### src/rtl/ex_flush_ctrl_pkg.sv
// ----------------------------------------------------------------------------
// ex_flush_ctrl_pkg
// Shared definitions for the write-back exception/ERTN sequencer:
//   - ws_ex_vec bit positions ({int, adef, ine, brk, sys, ale, ertn})
//   - LoongArch exception codes for each exception source
//   - sequencer FSM state encoding
// ----------------------------------------------------------------------------
package ex_flush_ctrl_pkg;

    localparam int EX_NUM = 7;

    // Bit positions inside ws_ex_vec; bit 6 is the highest priority.
    localparam int IDX_INT  = 6;
    localparam int IDX_ADEF = 5;
    localparam int IDX_INE  = 4;
    localparam int IDX_BRK  = 3;
    localparam int IDX_SYS  = 2;
    localparam int IDX_ALE  = 1;
    localparam int IDX_ERTN = 0;

    localparam logic [5:0] ECODE_INT  = 6'h00;
    localparam logic [5:0] ECODE_ADEF = 6'h08;
    localparam logic [5:0] ECODE_ALE  = 6'h09;
    localparam logic [5:0] ECODE_SYS  = 6'h0B;
    localparam logic [5:0] ECODE_BRK  = 6'h0C;
    localparam logic [5:0] ECODE_INE  = 6'h0D;

    typedef enum logic [1:0] {
        ST_IDLE  = 2'd0,
        ST_FLUSH = 2'd1,
        ST_REDIR = 2'd2
    } state_e;

endpackage

### src/rtl/ex_flush_ctrl_prio_enc.sv
// ----------------------------------------------------------------------------
// ex_prio_enc
// Combinational fixed-priority encoder for the WB exception flag vector.
// Ports:
//   i_ex_vec    in  7  {int, adef, ine, brk, sys, ale, ertn}
//   o_is_ex     out 1  at least one exception bit set
//   o_is_ertn   out 1  ertn bit set and no exception bit set
//   o_ecode     out 6  exception code of the winning source (0 for ERTN/none)
//   o_vaddr_we  out 1  winning source writes BADV (adef or ale)
//   o_sel       out 7  one-hot select of the winning bit, same order as i_ex_vec
// ----------------------------------------------------------------------------
module ex_prio_enc
    import ex_flush_ctrl_pkg::*;
(
    input  logic [6:0] i_ex_vec,
    output logic       o_is_ex,
    output logic       o_is_ertn,
    output logic [5:0] o_ecode,
    output logic       o_vaddr_we,
    output logic [6:0] o_sel
);

    // NOTE: every output gets a default before the priority chain so no path
    // leaves a signal unassigned, which would otherwise infer a latch.
    always_comb begin
        o_is_ex    = 1'b0;
        o_is_ertn  = 1'b0;
        o_ecode    = 6'h00;
        o_vaddr_we = 1'b0;
        o_sel      = 7'b0;
        if (i_ex_vec[IDX_INT]) begin
            o_is_ex         = 1'b1;
            o_ecode         = ECODE_INT;
            o_sel[IDX_INT]  = 1'b1;
        end else if (i_ex_vec[IDX_ADEF]) begin
            o_is_ex         = 1'b1;
            o_ecode         = ECODE_ADEF;
            o_vaddr_we      = 1'b1;
            o_sel[IDX_ADEF] = 1'b1;
        end else if (i_ex_vec[IDX_INE]) begin
            o_is_ex         = 1'b1;
            o_ecode         = ECODE_INE;
            o_sel[IDX_INE]  = 1'b1;
        end else if (i_ex_vec[IDX_BRK]) begin
            o_is_ex         = 1'b1;
            o_ecode         = ECODE_BRK;
            o_sel[IDX_BRK]  = 1'b1;
        end else if (i_ex_vec[IDX_SYS]) begin
            o_is_ex         = 1'b1;
            o_ecode         = ECODE_SYS;
            o_sel[IDX_SYS]  = 1'b1;
        end else if (i_ex_vec[IDX_ALE]) begin
            o_is_ex         = 1'b1;
            o_ecode         = ECODE_ALE;
            o_vaddr_we      = 1'b1;
            o_sel[IDX_ALE]  = 1'b1;
        end else if (i_ex_vec[IDX_ERTN]) begin
            o_is_ertn       = 1'b1;
            o_sel[IDX_ERTN] = 1'b1;
        end
    end

endmodule

### src/rtl/ex_flush_ctrl.sv
// ----------------------------------------------------------------------------
// ex_flush_ctrl
// Exception/ERTN sequencer for the LoongArch write-back stage. Picks one event
// per cycle from ws_ex_vec by fixed priority, emits the CSR commit signals in
// the event cycle, holds flush_all for FLUSH_CYCLES more cycles, then holds a
// redirect to IF (target EENTRY or ERA latched at the event edge) until taken.
//
// Optional build macro: EX_CNT_EN adds per-source saturating event counters
// (input cnt_clr, output ex_cnt[7*CNT_W-1:0], bit order as ws_ex_vec).
//
// Ports:
//   clk, resetn            clock, asynchronous active-low reset
//   ws_valid, ws_ex_vec    WB instruction valid and its exception flags
//   ws_pc, ws_vaddr        WB PC and faulting address
//   csr_eentry, csr_era    current EENTRY / ERA
//   wb_ex, ertn_flush      one-cycle commit pulses to the CSR file
//   wb_ecode, wb_esubcode  exception code / subcode (subcode always 0)
//   wb_pc, wb_vaddr(_we)   ERA and BADV write data / BADV enable
//   flush_all              flush IF/ID/EX/MEM
//   commit_block           WB suppresses RF write and advance
//   redir_valid/pc/ready   redirect handshake with IF
//   busy                   sequencer not idle
// ----------------------------------------------------------------------------
module ex_flush_ctrl
    import ex_flush_ctrl_pkg::*;
#(
    parameter int unsigned FLUSH_CYCLES = 2,
    parameter int unsigned CNT_W        = 16
) (
    input  logic        clk,
    input  logic        resetn,
    input  logic        ws_valid,
    input  logic [6:0]  ws_ex_vec,
    input  logic [31:0] ws_pc,
    input  logic [31:0] ws_vaddr,
    input  logic [31:0] csr_eentry,
    input  logic [31:0] csr_era,
    output logic        wb_ex,
    output logic        ertn_flush,
    output logic [5:0]  wb_ecode,
    output logic [8:0]  wb_esubcode,
    output logic [31:0] wb_pc,
    output logic [31:0] wb_vaddr,
    output logic        wb_vaddr_we,
    output logic        flush_all,
    output logic        commit_block,
    output logic        redir_valid,
    output logic [31:0] redir_pc,
    input  logic        redir_ready,
    output logic        busy
`ifdef EX_CNT_EN
    ,
    input  logic                 cnt_clr,
    output logic [7*CNT_W-1:0]   ex_cnt
`endif
);

    localparam logic [3:0] FLUSH_LOAD = (FLUSH_CYCLES > 0) ? 4'(FLUSH_CYCLES - 1) : 4'd0;

    state_e      r_state;
    state_e      w_state_nxt;
    logic [3:0]  r_cnt;
    logic [31:0] r_target;

    logic        w_is_ex;
    logic        w_is_ertn;
    logic [5:0]  w_ecode;
    logic        w_vaddr_we;
    logic [6:0]  w_sel;
    logic        w_event;

    ex_prio_enc u_prio_enc (
        .i_ex_vec   (ws_ex_vec),
        .o_is_ex    (w_is_ex),
        .o_is_ertn  (w_is_ertn),
        .o_ecode    (w_ecode),
        .o_vaddr_we (w_vaddr_we),
        .o_sel      (w_sel)
    );

    // resetn gates the event so the commit outputs drop the moment reset
    // asserts, not only after the state register has cleared.
    assign w_event = resetn && (r_state == ST_IDLE) && ws_valid && (ws_ex_vec != 7'b0);

    // NOTE: state registers use non-blocking assignments so every flop samples
    // the pre-edge values; the combinational block below uses blocking ones.
    always_ff @(posedge clk or negedge resetn) begin
        if (!resetn) begin
            r_state <= ST_IDLE;
        end else begin
            r_state <= w_state_nxt;
        end
    end

    // Target is captured at the event edge, i.e. before the CSR file applies
    // the same-cycle ERA/ESTAT update, and held untouched until the next event.
    always_ff @(posedge clk or negedge resetn) begin
        if (!resetn) begin
            r_cnt    <= 4'd0;
            r_target <= 32'h0;
        end else if (w_event) begin
            r_cnt    <= FLUSH_LOAD;
            r_target <= w_is_ex ? csr_eentry : csr_era;
        end else if (r_state == ST_FLUSH && r_cnt != 4'd0) begin
            r_cnt    <= r_cnt - 4'd1;
        end
    end

    always_comb begin
        w_state_nxt  = r_state;
        wb_ex        = 1'b0;
        ertn_flush   = 1'b0;
        wb_ecode     = 6'h00;
        wb_esubcode  = 9'h000;
        wb_pc        = 32'h0;
        wb_vaddr     = 32'h0;
        wb_vaddr_we  = 1'b0;
        flush_all    = 1'b0;
        commit_block = 1'b0;
        redir_valid  = 1'b0;
        redir_pc     = 32'h0;
        unique case (r_state)
            ST_IDLE: begin
                if (w_event) begin
                    flush_all    = 1'b1;
                    commit_block = 1'b1;
                    if (w_is_ex) begin
                        wb_ex       = 1'b1;
                        wb_ecode    = w_ecode;
                        wb_pc       = ws_pc;
                        wb_vaddr    = ws_vaddr;
                        wb_vaddr_we = w_vaddr_we;
                    end else begin
                        ertn_flush  = w_is_ertn;
                    end
                    w_state_nxt = (FLUSH_CYCLES > 0) ? ST_FLUSH : ST_REDIR;
                end
            end
            ST_FLUSH: begin
                flush_all    = 1'b1;
                commit_block = 1'b1;
                if (r_cnt == 4'd0) begin
                    w_state_nxt = ST_REDIR;
                end
            end
            ST_REDIR: begin
                redir_valid  = 1'b1;
                redir_pc     = r_target;
                commit_block = 1'b1;
                if (redir_ready) begin
                    w_state_nxt = ST_IDLE;
                end
            end
            default: begin
                w_state_nxt = ST_IDLE;
            end
        endcase
    end

    assign busy = (r_state != ST_IDLE);

`ifdef EX_CNT_EN
    for (genvar g = 0; g < EX_NUM; g++) begin : g_cnt
        logic [CNT_W-1:0] r_ev_cnt;

        // Clear wins over increment; counters stick at all-ones.
        always_ff @(posedge clk or negedge resetn) begin
            if (!resetn) begin
                r_ev_cnt <= '0;
            end else if (cnt_clr) begin
                r_ev_cnt <= '0;
            end else if (w_event && w_sel[g] && r_ev_cnt != '1) begin
                r_ev_cnt <= r_ev_cnt + 1'b1;
            end
        end

        assign ex_cnt[g*CNT_W +: CNT_W] = r_ev_cnt;
    end
`else
    logic w_unused_sel;
    assign w_unused_sel = ^w_sel;
`endif

endmodule

### config.mk
export PLATFORM = sky130hd
export DESIGN_NAME = ex_flush_ctrl
export DESIGN_NICKNAME = d
export VERILOG_FILES = /design/src/rtl/ex_flush_ctrl_pkg.sv /design/src/rtl/ex_flush_ctrl_prio_enc.sv /design/src/rtl/ex_flush_ctrl.sv
export SDC_FILE = /design/constraint.sdc
export NUM_CORES = 1
export LEC_CHECK = 0
export ABC_CLOCK_PERIOD_IN_PS = 5700
export CORE_AREA = 2 2 100 102
export CTS_BUF_LIST = sky130_fd_sc_hd__clkbuf_4 sky130_fd_sc_hd__clkbuf_8 sky130_fd_sc_hd__clkbuf_16
export CTS_CLUSTER_DIAMETER = 40
export DETAILED_ROUTE_END_ITERATION = 8
export DIE_AREA = 0 0 102 104
export PLACE_DENSITY = 0.78
export SLEW_MARGIN = 20
export SYNTH_ARGS = -nofsm -noshare
export SYNTH_HDL_FRONTEND = slang
export SYNTH_SLANG_ARGS = --single-unit
export TNS_END_PERCENT = 5
### constraint.sdc
create_clock -name clk -period 5.7 [get_ports clk]
set_input_delay 0.855 -clock clk [delete_from_list [all_inputs] [get_ports clk]]
set_output_delay 0.855 -clock clk [all_outputs]
set_load 0.1 [all_outputs]
# Word-level counts from Yosys, hierarchy flattened
# Cells that the tools add are included.
totals:
  register_bits: 38
  inputBits: 139
  out_inout_bits: 118
  word_cells: 75
op_classes:
  n_addsub: 1
  n_eq_ne: 5
  n_mux: 54
  reduce_logical: 12
op_table:
  columns: ["op", "n"]
  rows:
  - ["32-bit 2-to-1 mux", 8]
  - ["6-bit 2-to-1 mux", 8]
  - ["1-bit 2-to-1 mux", 29]
  - ["4-bit 2-to-1 mux", 3]
  - ["7-bit nonzero test", 1]
  - ["2-bit 2-to-1 mux", 3]
  - ["2-bit case mux with 3 select lines", 1]
  - ["1-bit logical AND", 4]
  - ["4-bit logical NOT", 1]
  - ["2-bit inequality test (second input constant)", 2]
  - ["1-bit case mux with 2 select lines", 2]
  - ["2-bit nonzero test", 2]
  - ["4-bit nonzero test", 1]
  - ["4-bit by 1-bit subtractor with 4-bit output (second input constant)", 1]
  - ["3-bit AND reduction", 1]
  - ["2-bit by 1-bit equality test with 1-bit output (second input constant)", 1]
  - ["2-bit equality test (second input constant)", 1]
  - ["2-bit logical NOT", 1]
  - ["2-bit by 1-bit inequality test with 1-bit output (second input constant)", 1]
  - ["2-bit OR reduction", 1]

# Logic depth before layout (Yosys ltp)
# Gate-level depths: netlist (run 1).
logic_depth:
  ltp_word: 10
  depth_mapped: 8
  depth_no_buf: 6

# By module
# A second synthesis (run 1) with hierarchy kept.
unflattened:
  cells_unflattened: 344
  area_unflattened_um2: 2852.7
modules_own_cells:
  columns: ["module", "instances", "cells_each", "area_per_inst_um2", "seq_area_each_um2"]
  rows:
  - ["ex_flush_ctrl", 1, 318, 2692.6, 950.9]
  - ["ex_prio_enc", 1, 26, 160.2, 0.0]

# Least setup slack after synthesis (run 1)
# No wires, ideal clock.
synth_path:
  path_kind: "input -> output"
  from: "input ws_ex_vec[6]"
  to: "output wb_ecode[2]"
  arrival_ps: 3814
  t_required_ps: 4845
  path_slack_ps: 1031
  path_stages: 1
  path_buffers: 0
  path_cell_list: "nor4_1"
synth_via:
  elab_chain_cells: 4
  word_cells_on_any_way: 7
  classes_between: "5 x mux; 2 x reduce/logical"
synth_lines:
  columns: ["element", "line", "source"]
  rows:
  - ["from (decl)", "ex_flush_ctrl.sv:33", "input logic [6:0] ws_ex_vec,"]
  - ["7-bit nonzero test, or another cell as far along", "ex_flush_ctrl.sv:83", "assign w_event = resetn && (r_state == ST_IDLE) && ws_valid && (ws_ex_vec != 7'b0);"]
  - ["1-bit logical AND / 6-bit 2-to-1 mux (equally long branches)", "ex_flush_ctrl.sv:83, ex_flush_ctrl.sv:127", null]
  - ["6-bit 2-to-1 mux (*)", "ex_flush_ctrl.sv:124", "if (w_event) begin"]
  - ["6-bit 2-to-1 mux (*)", "ex_flush_ctrl.sv:122", "unique case (r_state)"]
  - ["to (decl)", "ex_flush_ctrl.sv:40", "output logic [5:0] wb_ecode,"]
# Mark *: on every way between the ends. The rest lies on a longest branch, timed or not.

# Worst setup path in the final report (run 1)
layout_path:
  from: "input ws_ex_vec[2]"
  to: "output wb_ex"
layout_via:
  elab_chain_cells: 8
  word_cells_on_any_way: 10
  classes_between: "8 x mux; 2 x reduce/logical"
layout_lines:
  columns: ["element", "line", "source"]
  rows:
  - ["1-bit 2-to-1 mux", "ex_flush_ctrl_prio_enc.sv:48", "end else if (i_ex_vec[IDX_SYS]) begin"]
  - ["1-bit 2-to-1 mux", "ex_flush_ctrl_prio_enc.sv:44", "end else if (i_ex_vec[IDX_BRK]) begin"]
  - ["1-bit 2-to-1 mux", "ex_flush_ctrl_prio_enc.sv:40", "end else if (i_ex_vec[IDX_INE]) begin"]
  - ["1-bit 2-to-1 mux", "ex_flush_ctrl_prio_enc.sv:35", "end else if (i_ex_vec[IDX_ADEF]) begin"]
  - ["1-bit 2-to-1 mux", "ex_flush_ctrl_prio_enc.sv:31", "if (i_ex_vec[IDX_INT]) begin"]
  - ["1-bit 2-to-1 mux", "ex_flush_ctrl.sv:127", "if (w_is_ex) begin"]
  - ["1-bit 2-to-1 mux (*)", "ex_flush_ctrl.sv:124", null]
  - ["1-bit 2-to-1 mux (*)", "ex_flush_ctrl.sv:122", null]
  - ["to (decl)", "ex_flush_ctrl.sv:38", "output logic wb_ex,"]
# Marked as above.

==> impl_metrics.py, run 1 <==
metrics = {
    "power": {
        "ir_drop_uv": 341,
        "combPwrFrac_pct": 72.3,
        "intPower_w": 0.00117,
        "seqPwrFrac_pct": 17.3,
        "p_sw_share_pct": 56.9,
        "power_switching_w": 0.00154,
        "p_clk_share_pct": 10.4,
        "powerDensity_nw_per_um2": 521,
        "p_leak_nw": 2.47,
    },
    "route": {
        "drc": 0,
        "dr.pass1.iters": 4,
        "wl_per_cell_microns": 17.1,
        "vias_per_cell": 4.71,
        "drt_iter0_markers": 116,
        "vias": 3085,
        "routed_wl_mm": 11.2,
        "drt.antenna.violating_nets": 0,
    },
    "global_routing": {
        "grt_overflow": 0,
        "grtUsageTotal_pct": 19.4,
        "grt_pass1_wl_mm": 16.2,
        "antenna_found_initial": 0,
        "first_global_vias": 3074,
        "grt_max_degree": 68,
    },
    "clocking": {
        "cts-htree-levels": 2,
        "cts_tree": "done",
        "clk-insertion-delay-late_ns": 0.28,
        "holdBufCountCts": 0,
        "post_cts_buffers": 0,
        "cts_root_buf": "clkbuf_8",
        "post_cts_resize_count": 0,
        "clockBufferDepth": 2,
        "clkSinkCount": 38,
        "clk_pin_slew_ns": 0.08,
        "cts-buffers-inserted": 5,
    },
    "worst_setup_path": {
        "critPathBufInv": 3,
        "path_class": "in2out",
        "arrival_ns": 3.19,
        "worstPathCellList": "clkdlybuf4s50_1, or4_4, or3_4, nand2_4, inv_1, buf_4",
        "required_ns": 4.85,
        "critPathLaunchType": "primary input",
        "cp_top_family": "simple AND/OR/NAND/NOR gates",
        "crit_path_end_kind": "output pin",
        "path_max_fanout": 65,
        "crit_slowest_cell": "or4_4",
        "cpPeakStageDelay_ns": 0.58,
    },
    "cells_and_area": {
        "antennaDiodeCount": 0,
        "syn2layout_area_growth_pct": 84.7,
        "post-route-util_pct": 54.5,
        "fin_area_sq_um": 5200,
        "final_layout_size_suffix_gt1_share_pct": 24.1,
        "layout.nets": 667,
    },
    "placed_design": {
        "io_buffers": 245,
        "place_congestion": 0.823,
        "dpl-instance-area_sq_um": 5060,
        "dpl.hpwl_mm": 8.87,
    },
    "timing": {
        "slew_headroom_pct": 32.9,
        "rsz0062_at_grt": "no",
        "fin_crit_ns": 4.05,
        "fin_tns_setup_ns": 0,
        "setup_viol_count_final": 0,
        "worst_pin_slew_ns": 1.00,
        "skew_ns": 0.00812,
        "fmax_mhz": 247,
        "fin_crit_sh_pct": 71.0,
        "finalHoldViolCount": 0,
        "slew_violations": 0,
    },
    "floorplanning": {
        "coreArea_sq_um": 9550,
        "io_pins": 257,
        "std_cell_rows": 36,
        "die_area_sq_um": 10600,
        "die_x_microns": 102,
        "start_util_pct": 29.5,
        "die_h_microns": 104,
    },
    "job": {
        "cap_viol_max_count": 0,
    },
    "logic_synthesis": {
        "ys_ff_latch": 38,
        "syn_area_per_cell_sq_um": 9.58,
        "synth_area_sq_um": 2820,
        "synth_cell_types": 37,
        "yosysWarnings": 0,
        "synthCells": 294,
        "synth-seq-area-share_pct": 33.7,
    },
    "run_status": {
        "status": "finished clean",
    },
    "worst_hold_path": {
        "hp-class": "reg2reg",
    },
}
-- placed cells by master, fill, tap and decap left out, types with 3 or more instances in the layout --
master and n:
nand2b_1 33, nand2_1 3, buf_4 70, and2_1 33, o221a_2 32, ha_1 6, nor3_1 4, and3_2 5
clkdlybuf4s50_1 176, clkbuf_8 6, and3_1 61, nor2_1 4, conb_1 11, inv_1 12, dfrtp_1 38
-- stage by stage --
| stage | worst slack [ns] | hold slack [ns] | cells | total power (W) |
|---|---|---|---|---|
| after floorplan | 1.03 | 0.510 | 304 | 0.00199 |
| after global placement | 1.66 | 0.534 | 647 | 0.00241 |
| after detailed placement | 1.63 | 0.534 | 647 | 0.00244 |
| after CTS | 1.61 | 0.558 | 655 | 0.00273 |
| after global routing | 1.53 | 0.594 | 655 | 0.00283 |
| final | 1.65 | 0.554 | 655 | 0.00271 |
-- area by class of cell --
cell class | instances | area [sq um]
Fill cell | 890 | 4340
Timing Repair Buffer | 248 | 2310
Multi-Input combinational cell | 216 | 1590
Sequential cell | 38 | 951
Tap cell | 133 | 166
Clock buffer | 6 | 82.6
Clock inverter | 2 | 60.1
Inverter | 12 | 45.0
-- per-layer routing --
| metal | vias to the layer above | GRT usage [%] | wire length, microns |
|---|---|---|---|
| li1 | 1480 | - | - |
| met1 | 1448 | 22.1 | 4350 |
| met2 | 146 | 37.1 | 5880 |
| met3 | 11 | 3.56 | 819 |
| met4 | 0 | 3.62 | 145 |
| met5 | - | 0 | 0 |
-- power groups by stage --
stage | clock network, W | logic (W) | registers, W
after global routing | 0.000301 | 0.00204 | 0.000484
after floorplan | 0 | 0.00154 | 0.000445
after CTS | 0.000289 | 0.00197 | 0.000468
after detailed placement | 0 | 0.00197 | 0.000466
after global placement | 0 | 0.00195 | 0.000465
final | 0.000282 | 0.00196 | 0.000468
-- worst reg2reg max path, cell delays in order (launching register included) --
cell	delay (ns)
dfrtp_1	0.42
inv_1	0.12
ha_1	0.25
and3_2	0.83
o41ai_4	0.41
buf_4	0.35
nand2b_1	0.12
o221a_2	0.17
-- cell usage after synthesis --
| cell | instances | area (sq um) |
|---|---|---|
| and3_1 | 62 | 388 |
| nand2_4 | 1 | 11.3 |
| mux2_2 | 2 | 22.5 |
| a311o_1 | 1 | 10.0 |
| dfrtp_1 | 38 | 951 |
| clkbuf_1 | 10 | 37.5 |
| nand2b_1 | 33 | 206 |
| buf_6 | 7 | 78.8 |
| and3_2 | 4 | 30.0 |
| nor3_2 | 1 | 10.0 |
| or4_4 | 1 | 11.3 |
| a31oi_1 | 1 | 6.26 |
| buf_2 | 4 | 20.0 |
| o21a_1 | 1 | 7.51 |
| or3_4 | 1 | 11.3 |
| and2_1 | 33 | 206 |
| nor3_1 | 4 | 20.0 |
| buf_4 | 14 | 105 |
| a21oi_1 | 1 | 5.00 |
| buf_8 | 3 | 45.0 |
| o211a_1 | 1 | 10.0 |
| o221a_2 | 32 | 360 |
| nand3_1 | 2 | 10.0 |
| inv_1 | 12 | 45.0 |
| o31a_1 | 1 | 8.76 |
| o311ai_0 | 1 | 8.76 |
| ha_1 | 7 | 87.6 |
| nand2_1 | 3 | 11.3 |
| nor2_1 | 4 | 15.0 |
| conb_1 | 1 | 3.75 |
| nand3b_1 | 1 | 7.51 |
| xnor2_1 | 2 | 17.5 |
| a22o_1 | 1 | 8.76 |
| o41ai_2 | 1 | 16.3 |
| nor4_1 | 1 | 6.26 |
| a21boi_0 | 1 | 7.51 |
| a21bo_2 | 1 | 10.0 |
-- logic make-up after synthesis --
| group | count (synthesis) | synth area share, % |
|---|---|---|
| fa+ha+maj | 7 | 3.11 |
| other cells | 1 | 0.133 |
| compound gates | 43 | 16.3 |
| mux | 2 | 0.799 |
| buf+inv | 50 | 11.8 |
| flops | 38 | 33.7 |
| simple gates | 151 | 33.5 |
| xor+xnor | 2 | 0.622 |
-- registers in the layout, indices dropped and copies added, names as in the netlist --
name / flops
r_cnt: 4
r_state: 2
r_target: 32
-- final timing paths --
check	cells after the start	slack (ns)	to	startpoint
max in group asynchronous	2	4.67	r_target[24]$_DFFE_PN0N_	resetn
hold reg to reg	2	0.55	r_cnt[0]$_DFFE_PN0P_	r_cnt[0]$_DFFE_PN0P_
min in group asynchronous	2	0.68	r_target[1]$_DFFE_PN0N_	resetn
hold / removal	2	0.55	r_cnt[0]$_DFFE_PN0P_	r_cnt[0]$_DFFE_PN0P_
setup reg to reg	7	2.96	r_target[10]$_DFFE_PN0N_	r_state[0]$_DFFE_PN0P_
setup / recovery	6	1.65	wb_ex	ws_ex_vec[2]
Power figures use the tool's default switching activity.
==> run 2, diff against run 1 <==
- ABC_CLOCK_PERIOD_IN_PS: 5700 -> 4100
- CORE_AREA: 2 2 100 102 -> default
- CORE_MARGIN: default -> 2
- CORE_UTILIZATION: default -> 31
- DIE_AREA: 0 0 102 104 -> default
- PLACE_DENSITY: 0.78 -> 0.81
- clock period: 5.7 -> 4.1 ns (I/O delays scaled with it)
==> impl_metrics.py, run 2 (same netlist as run 1, synthesis figures left out) <==
metrics = {
    "cells_and_area": {
        "antennaDiodeCount": 0,
        "largest-register": "r_target",
        "largest_reg_flops": 32,
        "layout.nets": 670,
        "final_cell_mix": "clkdlybuf4s50_1, buf_12, and3_1, buf_4, dfrtp_1",
        "syn2layout_area_growth_pct": 111,
        "regArea_sq_um": 951,
        "final_common_cell": "clkdlybuf4s50_1",
        "nFillCells": 655,
        "final_layout_size_suffix_gt1_share_pct": 32.0,
        "reg.largest.list": "r_target (32), r_cnt (4), r_state (2)",
        "multi_input_area_sq_um": 1590,
    },
    "power": {
        "p_clk_share_pct": 9.8,
        "p_sw_share_pct": 55.1,
        "power_switching_w": 0.00219,
        "ir_drop_uv": 594,
        "combPwrFrac_pct": 73.8,
        "seqPwrFrac_pct": 16.4,
        "powerDensity_nw_per_um2": 668,
        "finalPower_w": 0.00397,
        "intPower_w": 0.00178,
        "p_leak_nw": 2.75,
    },
    "global_routing": {
        "grt_pass1_wl_mm": 16.9,
        "grt_max_degree": 66,
        "grt_overflow": 0,
        "antenna_found_initial": 0,
        "first_global_vias": 3104,
        "grtUsageTotal_pct": 21.5,
    },
    "timing": {
        "fin_crit_sh_pct": 81.7,
        "fmax_mhz": 299,
        "slew_headroom_pct": 35.7,
        "rsz0062_at_grt": "no",
        "fin_tns_setup_ns": 0,
        "setup_viol_count_final": 0,
        "skew_ns": 0.00765,
        "fin_crit_ns": 3.35,
        "worst_slack_ns": 0.752,
        "slew_violations": 0,
        "worst_pin_slew_ns": 0.961,
        "finalHoldViolCount": 0,
        "timing.hold.ws_ns": 0.132,
    },
    "route": {
        "vias": 3120,
        "vias_per_cell": 4.93,
        "routed_wl_mm": 11.1,
        "drt.antenna.violating_nets": 0,
        "drt_iter0_markers": 144,
        "drc": 0,
        "wl_per_cell_microns": 17.5,
        "dr.pass1.iters": 4,
    },
    "clocking": {
        "clkSinkCount": 38,
        "cts-buffers-inserted": 5,
        "clk_pin_slew_ns": 0.07,
        "cts_root_buf": "clkbuf_8",
        "post_cts_buffers": 0,
        "cts-htree-levels": 2,
        "post_cts_resize_count": 0,
        "clk-insertion-delay-late_ns": 0.29,
        "holdBufCountCts": 0,
        "clockBufferDepth": 2,
        "cts_tree": "done",
    },
    "worst_setup_path": {
        "path_class": "in2out",
        "arrival_ns": 2.73,
        "required_ns": 3.48,
        "path_max_fanout": 65,
        "crit_path_end_kind": "output pin",
        "rr_worst_depth": 7,
        "critPathLaunchType": "primary input",
    },
    "placed_design": {
        "io_buffers": 245,
        "dpl.hpwl_mm": 8.86,
        "dpl_worst_slack_ns": 0.764,
        "place_congestion": 0.879,
    },
    "floorplanning": {
        "coreArea_sq_um": 8760,
        "io_pins": 257,
        "std_cell_rows": 34,
        "start_util_pct": 32.2,
        "die_x_microns": 99.3,
        "die_h_microns": 99.3,
        "die_area_sq_um": 9870,
    },
    "run_status": {
        "status": "finished clean",
    },
    "worst_hold_path": {
        "hp-class": "in2async",
    },
    "job": {
        "cap_viol_max_count": 0,
    },
}
run 2: layout make-up:
cell class | instances | area share, %
clock buffers | 6 | 1.39
clock inverters | 2 | 1.01
flip-flops and latches | 38 | 16.0
well taps | 108 | 2.27
inverters | 12 | 0.758
multi-input cells | 216 | 26.8
repair buffers | 251 | 51.8
run 2: critical path: stages:
cell             delay, ns
clkdlybuf4s50_1       0.47
or4_4                 0.58
or3_4                 0.57
and3_1                0.30
buf_12                0.18
run 2: power groups by stage:
stage               registers (W)  clock network (W)  logic [W]
floorplan                0.000618                  0    0.00215
global placement         0.000640                  0    0.00290
detailed placement       0.000647                  0    0.00294
CTS                      0.000647           0.000400    0.00295
global route             0.000673           0.000416    0.00305
finish                   0.000649           0.000390    0.00293
run 2: final timing paths:
path / startpoint / endpoint / slack (ns)
min: resetn / r_target[6]$_DFFE_PN0N_ / 0.13
max in group asynchronous: resetn / r_target[30]$_DFFE_PN0N_ / 3.31
max: ws_ex_vec[2] / wb_vaddr[30] / 0.75
max reg2reg: r_state[0]$_DFFE_PN0P_ / r_target[2]$_DFFE_PN0N_ / 1.81
min reg2reg: r_cnt[1]$_DFFE_PN0P_ / r_cnt[1]$_DFFE_PN0P_ / 0.55
min in group clk: r_cnt[1]$_DFFE_PN0P_ / r_cnt[1]$_DFFE_PN0P_ / 0.55
run 2: through the flow:
| step | cell area (sq um) | utilization [%] | instances |
|---|---|---|---|
| final | 5950 | 67.8 | 633 |
| after global routing | 5950 | 67.8 | 633 |
| after CTS | 5940 | 67.8 | 633 |
| after detailed placement | 5800 | 66.2 | 625 |
| after global placement | 5800 | 66.2 | 625 |
| after floorplan | 2860 | - | 304 |
run 2: routing by layer:
metal / global-route usage [%] / routed length, microns / share of wire [%]
met1: 24.5 / 4280 / 39
met2: 40.5 / 5860 / 53
met3: 4.22 / 646 / 5.8
met5: 0 / 0 / 0
met4: 6.22 / 318 / 2.9
==> run 3, diff against run 2 <==
- ABC_CLOCK_PERIOD_IN_PS: 4100 -> 3100
- clock period: 4.1 -> 3.1 ns (I/O delays scaled with it)
==> impl_metrics.py, run 3 (same netlist as run 1, synthesis figures left out) <==
metrics = {
    "placed_design": {
        "dpl-instance-area_sq_um": 6310,
        "io_buffers": 245,
        "place_inst": 628,
        "dpl.hpwl_mm": 9.56,
        "place_congestion": 0.912,
    },
    "clocking": {
        "clk_pin_slew_ns": 0.07,
        "clkSinkCount": 38,
        "cts_tree": "done",
        "post_cts_resize_count": 0,
        "cts-buffers-inserted": 5,
        "post_cts_buffers": 0,
        "cts_root_buf": "clkbuf_8",
        "holdBufCountCts": 1,
        "clockBufferDepth": 2,
        "cts-htree-levels": 2,
        "clk-insertion-delay-late_ns": 0.28,
    },
    "floorplanning": {
        "die_x_microns": 99.3,
        "start_util_pct": 32.2,
        "die_area_sq_um": 9870,
        "io_pins": 257,
        "die_h_microns": 99.3,
        "std_cell_rows": 34,
        "coreArea_sq_um": 8760,
    },
    "timing": {
        "setup_viol_count_final": 0,
        "skew_ns": 0.00358,
        "fin_crit_ns": 2.98,
        "slew_violations": 0,
        "rsz0062_at_grt": "no",
        "finalHoldViolCount": 0,
        "fin_crit_sh_pct": 96.3,
        "fmax_mhz": 335,
    },
    "route": {
        "drt_iter0_markers": 130,
        "dr.pass1.iters": 4,
        "top_layer_used": "met4",
        "vias": 3176,
        "wl_met2_mm": 6.08,
        "vias_per_cell": 4.99,
        "wl_per_cell_microns": 18.3,
        "met3_length_microns": 780,
        "drc": 0,
        "routed_wl_mm": 11.7,
        "drt.antenna.violating_nets": 0,
        "wirelength_met1_mm": 4.21,
    },
    "cells_and_area": {
        "final_layout_size_suffix_gt1_share_pct": 32.3,
        "final_cell_mix": "clkdlybuf4s50_1, buf_12, and3_1, dfrtp_1",
        "instances_no_fill": 637,
        "reg.largest.list": "r_target (32), r_cnt (4), r_state (2)",
        "final_common_cell": "clkdlybuf4s50_1",
        "largest_reg_flops": 32,
        "layout.nets": 674,
        "antennaDiodeCount": 0,
        "nFillCells": 591,
        "syn2layout_area_growth_pct": 128,
        "largest-register": "r_target",
        "fin_area_sq_um": 6410,
    },
    "job": {
        "cap_viol_max_count": 0,
    },
    "worst_hold_path": {
        "hp-class": "in2async",
    },
    "run_status": {
        "status": "finished clean",
    },
    "global_routing": {
        "grt_pass1_wl_mm": 17.8,
        "antenna_found_initial": 0,
        "first_global_vias": 3326,
        "grt_max_degree": 66,
        "grt_overflow": 0,
        "grtUsageTotal_pct": 23.0,
    },
    "power": {
        "powerDensity_nw_per_um2": 868,
        "ir_drop_uv": 745,
        "p_leak_nw": 2.87,
    },
    "worst_setup_path": {
        "critPathLaunchType": "primary input",
        "path_max_fanout": 65,
        "crit_path_end_kind": "output pin",
        "arrival_ns": 2.52,
        "path_class": "in2out",
        "required_ns": 2.63,
    },
}
==> run 3: cell types whose count changed in the layout (fill, tap and decap cells not counted) <==
cell             before  now
buf_12               68  107
buf_4                44    9
bufinv_16             2    0
clkbuf_4              0    1
clkdlybuf4s50_1     138  137
clkinv_2              0    1
dlygate4sd3_1         0    1
ha_1                  6    7
ha_2                  1    0
==> run 3: metrics by stage <==
step	hold slack, ns	total power [W]	util [%]	worst slack (ns)	setup TNS, ns
6_report	0.525	0.00557	73.2	0.115	0
3_3_place_gp	0.271	0.00516	72.0	0.156	0
2_1_floorplan	0.169	0.00366	-	-0.311	-0.668
4_1_cts	0.513	0.00561	73.2	0.122	0
5_1_grt	0.516	0.00579	73.2	0.0569	0
3_5_place_dp	0.277	0.00524	72.0	0.126	0
==> run 3: area by class of cell <==
type | instances | area (sq um) | share of cell area [%]
Multi-Input combinational cell | 216 | 1590 | 24.8
Timing Repair Buffer | 255 | 3600 | 56.1
Clock buffer | 7 | 90.1 | 1.40
Tap cell | 108 | 135 | 2.11
Clock inverter | 1 | 5.00 | 0.0780
Sequential cell | 38 | 951 | 14.8
Inverter | 12 | 45.0 | 0.702
==> run 3: per-layer routing <==
| metal | vias to the layer above | GRT usage [%] |
|---|---|---|
| met5 | - | 0 |
| met4 | 0 | 11.5 |
| met3 | 36 | 5.55 |
| met2 | 159 | 42.1 |
| met1 | 1487 | 24.4 |
| li1 | 1494 | - |
==> run 3: worst paths after layout <==
path | to | cells past startpoint | start | slack, ns
hold / removal | r_target[6]$_DFFE_PN0N_ | 2 | resetn | 0.52
setup / recovery | wb_vaddr[0] | 5 | ws_ex_vec[1] | 0.12
min in group clk | r_cnt[0]$_DFFE_PN0P_ | 2 | r_cnt[0]$_DFFE_PN0P_ | 0.56
setup reg to reg | r_state[0]$_DFFE_PN0P_ | 6 | r_state[0]$_DFFE_PN0P_ | 0.98
hold reg to reg | r_cnt[0]$_DFFE_PN0P_ | 2 | r_cnt[0]$_DFFE_PN0P_ | 0.56
max in group asynchronous | r_target[25]$_DFFE_PN0N_ | 3 | resetn | 1.89
==> run 3: report_power, final <==
part	total (W)	internal, W	switching (W)	leakage [nW]
Combinational	0.00435	0.00166	0.00269	2.39
Sequential	0.000859	0.000736	0.000123	0.427
Clock	0.000356	0.000188	0.000168	0.0517
==> run 3: worst max-delay path, cell delays in order <==
cell             delay [ns]
clkdlybuf4s50_1        0.45
or4_4                  0.55
or3_4                  0.56
and3_2                 0.32
buf_12                 0.17
